**src/rtl/vec_vsetvl_unit_pkg.sv**
```systemverilog
// rtl/vec_vsetvl_unit_pkg.sv - vset* decode constants, vtype field layout and unit state types
package vec_vsetvl_unit_pkg;

  localparam logic [6:0] VSET_OPCODE = 7'h57;
  localparam logic [2:0] VSET_FUNCT3 = 3'b111;

  localparam int VTYPE_VLMUL_LSB = 0;
  localparam int VTYPE_VSEW_LSB  = 3;
  localparam int VTYPE_RSVD_LSB  = 8;

  typedef enum logic [2:0] {
    LMUL_1    = 3'd0,
    LMUL_2    = 3'd1,
    LMUL_4    = 3'd2,
    LMUL_8    = 3'd3,
    LMUL_RSVD = 3'd4,
    LMUL_F8   = 3'd5,
    LMUL_F4   = 3'd6,
    LMUL_F2   = 3'd7
  } vlmul_e;

  typedef enum logic [2:0] {
    EW_8  = 3'd0,
    EW_16 = 3'd1,
    EW_32 = 3'd2,
    EW_64 = 3'd3
  } vew_e;

  typedef enum logic [1:0] {
    ST_IDLE,
    ST_CALC,
    ST_COMMIT,
    ST_RESP
  } vsetvl_state_e;

  typedef enum logic [1:0] {
    VSET_NONE,
    VSET_VLI,
    VSET_IVLI,
    VSET_VL
  } vset_kind_e;

  function automatic vset_kind_e vset_decode(input logic [31:0] inst);
    vset_decode = VSET_NONE;
    if (inst[6:0] == VSET_OPCODE && inst[14:12] == VSET_FUNCT3) begin
      if (!inst[31])
        vset_decode = VSET_VLI;
      else if (inst[30])
        vset_decode = VSET_IVLI;
      else if (inst[29:25] == 5'b00000)
        vset_decode = VSET_VL;
    end
  endfunction

endpackage

```
**src/rtl/vec_vlmax_calc.sv**
```systemverilog
// rtl/vec_vlmax_calc.sv - vtype legality, VLMAX and granted vl, purely combinational
module vec_vlmax_calc
  import vec_vsetvl_unit_pkg::*;
#(
  parameter int XLEN = 32,
  parameter int VLEN = 512
) (
  input  logic [2:0]      vsew_i,
  input  logic [2:0]      vlmul_i,
  input  logic            rsvd_i,
  input  logic [XLEN-1:0] avl_i,
  output logic            vill_o,
  output logic [XLEN-1:0] vl_o
);

  localparam logic [XLEN-1:0] VLEN_X = XLEN'(VLEN);

  logic [2:0]      shamt;
  logic [XLEN-1:0] vlmax;

  // VLEN/SEW via right shift by log2(SEW); LMUL is a left shift since only integer LMUL is legal
  always_comb begin
    vill_o = rsvd_i || (vsew_i > EW_64) || (vlmul_i >= LMUL_RSVD);
    shamt  = 3'd3 + {1'b0, vsew_i[1:0]};
    vlmax  = (VLEN_X >> shamt) << vlmul_i[1:0];
    if (vill_o)
      vl_o = '0;
    else if (avl_i <= vlmax)
      vl_o = avl_i;
    else
      vl_o = vlmax;
  end

endmodule

```
**src/rtl/vec_vsetvl_unit.sv**
```systemverilog
// rtl/vec_vsetvl_unit.sv - vsetvli/vsetivli/vsetvl execution, CSR commit and rd response
module vec_vsetvl_unit
  import vec_vsetvl_unit_pkg::*;
#(
  parameter int XLEN = 32,
  parameter int VLEN = 512
) (
  input  logic            clk,
  input  logic            n_rst,
  input  logic [XLEN-1:0] inst_i,
  input  logic [XLEN-1:0] rs1_i,
  input  logic [XLEN-1:0] rs2_i,
  input  logic            inst_valid_i,
  output logic            inst_ready_o,
  input  logic [XLEN-1:0] cur_vl_i,
  output logic [XLEN-1:0] vtype_o,
  output logic [XLEN-1:0] vl_o,
  output logic            csrwr_en_o,
  output logic [4:0]      rd_addr_o,
  output logic [XLEN-1:0] rd_data_o,
  output logic            rd_valid_o,
  input  logic            rd_ready_i,
  output logic            illegal_o
);

  localparam logic [XLEN-1:0] VTYPE_ILL = {1'b1, {(XLEN-1){1'b0}}};

  vsetvl_state_e   state_q, state_d;
  logic            inst_ready_q, inst_ready_d;
  logic            csrwr_en_q, csrwr_en_d;
  logic            rd_valid_q, rd_valid_d;
  logic            illegal_q, illegal_d;
  logic [XLEN-1:0] vtype_q, vtype_d;
  logic [XLEN-1:0] vl_q, vl_d;
  logic [XLEN-1:0] rd_data_q, rd_data_d;
  logic [4:0]      rd_addr_q, rd_addr_d;
  logic [XLEN-1:0] vtype_raw_q, vtype_raw_d;
  logic [XLEN-1:0] avl_q, avl_d;
  logic [4:0]      rd_q, rd_d;
  logic            rs1_zero_q, rs1_zero_d;

  vset_kind_e      kind;
  logic [XLEN-1:0] avl_sel;
  logic            vill_calc;
  logic [XLEN-1:0] vl_calc;

  assign kind = vset_decode(inst_i[31:0]);

  // rs1=x0 with rd!=x0 requests VLMAX; with rd=x0 it keeps the current vl where still legal
  assign avl_sel = !rs1_zero_q      ? avl_q :
                   (rd_q != 5'd0)   ? {XLEN{1'b1}} : cur_vl_i;

  vec_vlmax_calc #(
    .XLEN (XLEN),
    .VLEN (VLEN)
  ) u_vlmax_calc (
    .vsew_i  (vtype_raw_q[VTYPE_VSEW_LSB +: 3]),
    .vlmul_i (vtype_raw_q[VTYPE_VLMUL_LSB +: 3]),
    .rsvd_i  (|vtype_raw_q[XLEN-1:VTYPE_RSVD_LSB]),
    .avl_i   (avl_sel),
    .vill_o  (vill_calc),
    .vl_o    (vl_calc)
  );

  always_comb begin
    state_d      = state_q;
    inst_ready_d = inst_ready_q;
    csrwr_en_d   = 1'b0;
    rd_valid_d   = rd_valid_q;
    illegal_d    = 1'b0;
    vtype_d      = vtype_q;
    vl_d         = vl_q;
    rd_data_d    = rd_data_q;
    rd_addr_d    = rd_addr_q;
    vtype_raw_d  = vtype_raw_q;
    avl_d        = avl_q;
    rd_d         = rd_q;
    rs1_zero_d   = rs1_zero_q;

    case (state_q)
      ST_IDLE: begin
        inst_ready_d = 1'b1;
        if (inst_valid_i) begin
          if (kind == VSET_NONE) begin
            illegal_d = 1'b1;
          end else begin
            state_d      = ST_CALC;
            inst_ready_d = 1'b0;
            rd_d         = inst_i[11:7];
            avl_d        = rs1_i;
            rs1_zero_d   = (inst_i[19:15] == 5'd0);
            case (kind)
              VSET_IVLI: begin
                vtype_raw_d = XLEN'(inst_i[29:20]);
                avl_d       = XLEN'(inst_i[19:15]);
                rs1_zero_d  = 1'b0;
              end
              VSET_VL:  vtype_raw_d = rs2_i;
              default:  vtype_raw_d = XLEN'(inst_i[30:20]);
            endcase
          end
        end
      end
      ST_CALC: begin
        vtype_d    = vill_calc ? VTYPE_ILL : {{(XLEN-8){1'b0}}, vtype_raw_q[7:0]};
        vl_d       = vl_calc;
        csrwr_en_d = 1'b1;
        state_d    = ST_COMMIT;
      end
      ST_COMMIT: begin
        rd_valid_d = 1'b1;
        rd_data_d  = vl_q;
        rd_addr_d  = rd_q;
        state_d    = ST_RESP;
      end
      ST_RESP: begin
        if (rd_ready_i) begin
          rd_valid_d   = 1'b0;
          inst_ready_d = 1'b1;
          state_d      = ST_IDLE;
        end
      end
      default: begin
        state_d      = ST_IDLE;
        inst_ready_d = 1'b1;
        rd_valid_d   = 1'b0;
      end
    endcase
  end

  always_ff @(posedge clk or negedge n_rst) begin
    if (!n_rst) begin
      state_q      <= ST_IDLE;
      inst_ready_q <= 1'b1;
      csrwr_en_q   <= 1'b0;
      rd_valid_q   <= 1'b0;
      illegal_q    <= 1'b0;
      vtype_q      <= VTYPE_ILL;
      vl_q         <= '0;
      rd_data_q    <= '0;
      rd_addr_q    <= '0;
      vtype_raw_q  <= '0;
      avl_q        <= '0;
      rd_q         <= '0;
      rs1_zero_q   <= 1'b0;
    end else begin
      state_q      <= state_d;
      inst_ready_q <= inst_ready_d;
      csrwr_en_q   <= csrwr_en_d;
      rd_valid_q   <= rd_valid_d;
      illegal_q    <= illegal_d;
      vtype_q      <= vtype_d;
      vl_q         <= vl_d;
      rd_data_q    <= rd_data_d;
      rd_addr_q    <= rd_addr_d;
      vtype_raw_q  <= vtype_raw_d;
      avl_q        <= avl_d;
      rd_q         <= rd_d;
      rs1_zero_q   <= rs1_zero_d;
    end
  end

  assign inst_ready_o = inst_ready_q;
  assign csrwr_en_o   = csrwr_en_q;
  assign rd_valid_o   = rd_valid_q;
  assign illegal_o    = illegal_q;
  assign vtype_o      = vtype_q;
  assign vl_o         = vl_q;
  assign rd_data_o    = rd_data_q;
  assign rd_addr_o    = rd_addr_q;

endmodule
```
**config.mk**
```make
export PLATFORM = sky130hd
export DESIGN_NAME = vec_vsetvl_unit
export DESIGN_NICKNAME = d
export VERILOG_FILES = /design/src/rtl/vec_vsetvl_unit_pkg.sv /design/src/rtl/vec_vlmax_calc.sv /design/src/rtl/vec_vsetvl_unit.sv
export SDC_FILE = /design/constraint.sdc
export NUM_CORES = 1
export LEC_CHECK = 0
export BUFFER_PORTS_ARGS = -buffer_cell sky130_fd_sc_hd__buf_2
export CORE_MARGIN = 4
export CORE_UTILIZATION = 50
export DETAILED_ROUTE_END_ITERATION = 10
export PLACE_DENSITY = 0.89
export RECOVER_POWER = 100
export SYNTH_ARGS = -nofsm -noshare
export SYNTH_HDL_FRONTEND = slang
export SYNTH_SLANG_ARGS = --single-unit
```
**constraint.sdc**
```tcl
create_clock -name clk -period 3.69 [get_ports clk]
set_input_delay 0.5535 -clock clk [delete_from_list [all_inputs] [get_ports clk]]
set_output_delay 0.5535 -clock clk [all_outputs]
set_load 0.01 [all_outputs]
```
==> run summary <==
## Worst setup path
* **kind of end point of the critical path** register
* **CP delay by family, top** simple AND/OR/NAND/NOR gates
* **data arrival time of the worst path** 3.55 ns
* **launch point of the worst reg-to-reg path** rd_q[1]
* **highest cell delay on the worst timing path** 0.57 ns
* **Critical Path Source** rd_q[1]
* **library cell contributing the largest single delay on the critical path** or4b_1
* **worst path buffer plus inverter count** 0
* **Crit Reg-Reg Endpoint** vl_o[9]
* **ordered cell list for the critical path** nor4_2 -> nand2_2 -> o22a_1 -> ha_1 -> a21o_1 -> o21ai_0 -> a21oi_1 -> o32a_1 -> or4b_1 -> nand3_1
* **Reg2Reg Depth** 10
* **worst path required time** 4.03 ns
* **Worst setup SP type** register
* **crit-path max FO** 15
* **start-to-end type of the worst setup path** register to register
* **worst reg2reg setup slack** 0.49 ns

## Die
* **x dimension of the die** 124 um
* **area of the placeable core** 13200 um^2
* **I/O pin cnt** 237
* **die height** 124 um
* **standard-cell row count** 42
* **starting density of the core** 0.508
* **area enclosed by the die boundary** 15300 um^2

## CTS
* **level count of the clock H-tree** 4
* **hold-fix buffer count after cts** 0
* **Post-CTS Setup Repair Bufs** 0
* **Max Buffers Root-to-Sink** 2
* **number of sinks handled by clock tree synthesis** 154
* **TritonCTS clock tree** done
* **clock latency on the worst-skew pair** 0.42 ns
* **clock transition at the registers of the reported paths** 0.06 ns
* **cts bufs inserted** 17
* **clock root cell** clkbuf_16

## Yosys
* **top-area cell type share of the netlist area** 0.567
* **Synthesis Warnings** 0
* **Post-synth EDFFs** 0
* **gate count of the mapped netlist** 540
* **synthesized area** 6700 um^2
* **synthesis-stage register bit count** 154
* **sequential element share of the synthesized area** 0.575
* **post-synthesis average cell area** 12.4 um^2
* **cell type with the highest aggregate area in the netlist** dfrtp_1
* **count of different cell masters after synthesis** 56
* **dominant cells by area after synthesis** dfrtp_1 (57%), a22o_1 (7.3%), mux2_2 (6.2%)
* **fraction of synthesis flops using an asynchronous set or reset pin** 1.00
* **Main synth FF type** dfrtp_1

## STA
* **final clock skew** 0.00654 ns
* **Post-Route Hold Slack** 0.349 ns
* **unrepaired setup endpoints after global routing** false
* **Total Neg Setup Slack** 0 ns
* **min Tclk post-route** 3.20 ns
* **Max Clk Rate** 0.312 GHz
* **final worst path period share** 0.868
* **number of endpoints with negative hold slack in the final report** 0
* **actual transition at the worst max-transition pin** 1.76 ns
* **Slew Viols, Final** 111
* **final number of setup-violating endpoints** 0
* **final critical-path setup slack** 0.487 ns
* **Max transition margin** -0.174

## Detailed routing
* **sum of routed wire length over all layers** 16.3 mm
* **drt via density** 5.41
* **total via count after detailed routing** 5069
* **Pre-Repair DR Iteration Count** 4
* **violation count after the first detailed-routing iteration** 253
* **number of remaining DRC errors** 0
* **per-cell routed wire length** 17.4 um
* **antenna-violating nets left** 0

## Layout
* **Net count, final** 891
* **fin area** 8310 um^2
* **share of post-route cells with drive strength above 1** 0.281
* **filler instances** 1112
* **area of combinational cells with multiple inputs** 2590 um^2
* **synthesis-to-finish area growth** 24.0%
* **n_diodes** 0
* **total area of sequential cells** 3860 um^2

## Worst hold path
* **Cells on Worst Hold Path** 2
* **worst hold-check path type** input pin to register
* **Worst Hold Endpoint** vtype_raw_q[19]
* **launch instance of the worst min-delay path** rs2_i[19]

## Global route
* **number of antenna violations at the first check in global routing** 0
* **vias in the first global route** 4957
* **first-pass GRT wire length** 25.1 mm
* **total global-route track usage** 0.216
* **GR Overflow Total** 0
* **pin count of the biggest net entering global routing** 71

## Placement
* **Buffers on Ports** 213
* **standard cell area after detailed placement** 7870 um^2
* **placement-stage worst setup slack** 0.332 ns
* **post-detailed-placement half-perimeter wirelength** 12.2 mm
* **gpl congestion** 0.862

## Job
* **number of maximum-capacitance violations** 2

## Power
* **total design power** 4.22 mW
* **leakage power summed over all cells** 4.15 nW
* **PD cells** 507 nW/um^2
* **maximum resistive drop on vdd** 0.338 mV

## Run status
* **failing checks** capacitance limit, slew limit
* **result of the run** complete, but fails checks

stage by stage:
step | std cells | utilization
detailed placement | 905 | 0.597
global placement | 905 | 0.597
floorplan | 562 | -
finish | 937 | 0.630
global route | 937 | 0.630
CTS | 937 | 0.643
layer usage:
| metal | track usage | vias up | wire, um |
|---|---|---|---|
| li1 | - | 2382 | - |
| met1 | 0.279 | 2462 | 6770 |
| met2 | 0.348 | 197 | 7960 |
| met3 | 0.0513 | 28 | 1190 |
| met4 | 0.0955 | 0 | 398 |
| met5 | 0 | - | 0 |
flip-flops by register name (all words and copies together), names as in the netlist, 2 cells and up:
name         count
avl_q           32
rd_addr_o        5
rd_data_o       32
rd_q             5
state_q          2
vl_o            32
vtype_o          9
vtype_raw_q     32
where the power goes:
group / internal, mW / leakage (nW) / switching, mW
combinational: 0.244 / 1.72 / 0.396
sequential: 1.76 / 2.13 / 0.0421
clock: 1.12 / 0.299 / 0.664
total: 3.12 / 4.15 / 1.10
worst max-delay path by stage:
stage / to / slack (ns) / depth (start not counted)
finish: vl_o[9] / 0.49 / 10
global route: rd_q[0] / 0.08 / 7
CTS: vl_o[9] / 0.32 / 10
detailed placement: vl_o[9] / 0.33 / 10
global placement: vl_o[9] / 0.42 / 10
floorplan: vl_o[7] / 0.88 / 12
layout make-up:
type                            instances  area share
Sequential cell                       154       0.464
Clock inverter                         11      0.0172
Clock buffer                           21      0.0566
Multi-Input combinational cell        349       0.311
Tap cell                              176      0.0265
Timing Repair Buffer                  222       0.123
Inverter                                4     0.00181
timing repair:
| action | CTS | global route |
|---|---|---|
| hold endpoints to repair | 0 | 0 |
| gates resized for setup | 0 | 1 |
| setup endpoints to repair | 0 | 1 |
cell usage in the layout, fill, tap and decap left out, types with 16 or more instances in the layout:
cell | synthesis | routed
nor2_1 | 16 | 16
nor2b_1 | 31 | 31
a22o_1 | 56 | 56
buf_2 | 10 | 130
conb_1 | 1 | 23
clkbuf_16 | 0 | 17
dfrtp_1 | 152 | 152
nand2_1 | 28 | 27
mux2_2 | 37 | 37
clkbuf_1 | 19 | 85
o21ai_0 | 4 | 19
worst register-to-register path, cell delays in order, from the launching register on:
cell,delay (ns)
dfrtp_1,0.40
nor4_2,0.45
nand2_2,0.28
o22a_1,0.26
ha_1,0.34
a21o_1,0.19
o21ai_0,0.13
a21oi_1,0.06
o32a_1,0.38
or4b_1,0.57
nand3_1,0.09
cells by family (layout without fill, tap and decap cells):
group / Yosys count / count (layout) / synth area share
DFF: 154 / 154 / 0.575
AOI/OAI and AO/OA: 133 / 133 / 0.157
and+or+nand+nor: 128 / 128 / 0.109
buffers and inverters: 59 / 258 / 0.0489
muxes: 53 / 53 / 0.0872
adders and majority gates: 11 / 11 / 0.0205
other: 1 / 23 / 0.000559
xor gates and xnor gates: 1 / 1 / 0.00131
synth_stat cells, drive strengths merged, types with 2 or more instances:
cell type / instances
a211o: 5
a21boi: 2
a21oi: 10
a22o: 56
a22oi: 2
a31oi: 3
a32o: 6
and3: 3
buf: 36
clkbuf: 19
dfrtp: 152
dfstp: 2
ha: 11
inv: 4
mux2: 43
mux2i: 10
nand2: 28
nand2b: 4
nand3: 4
nand4: 6
nor2: 17
nor2b: 31
nor3: 9
nor4: 11
nor4b: 7
o21a: 2
o21ai: 22
o22a: 9
o22ai: 2
o31ai: 2
o32a: 3
o32ai: 4
or4: 2
Power figures use the tool's default switching activity.
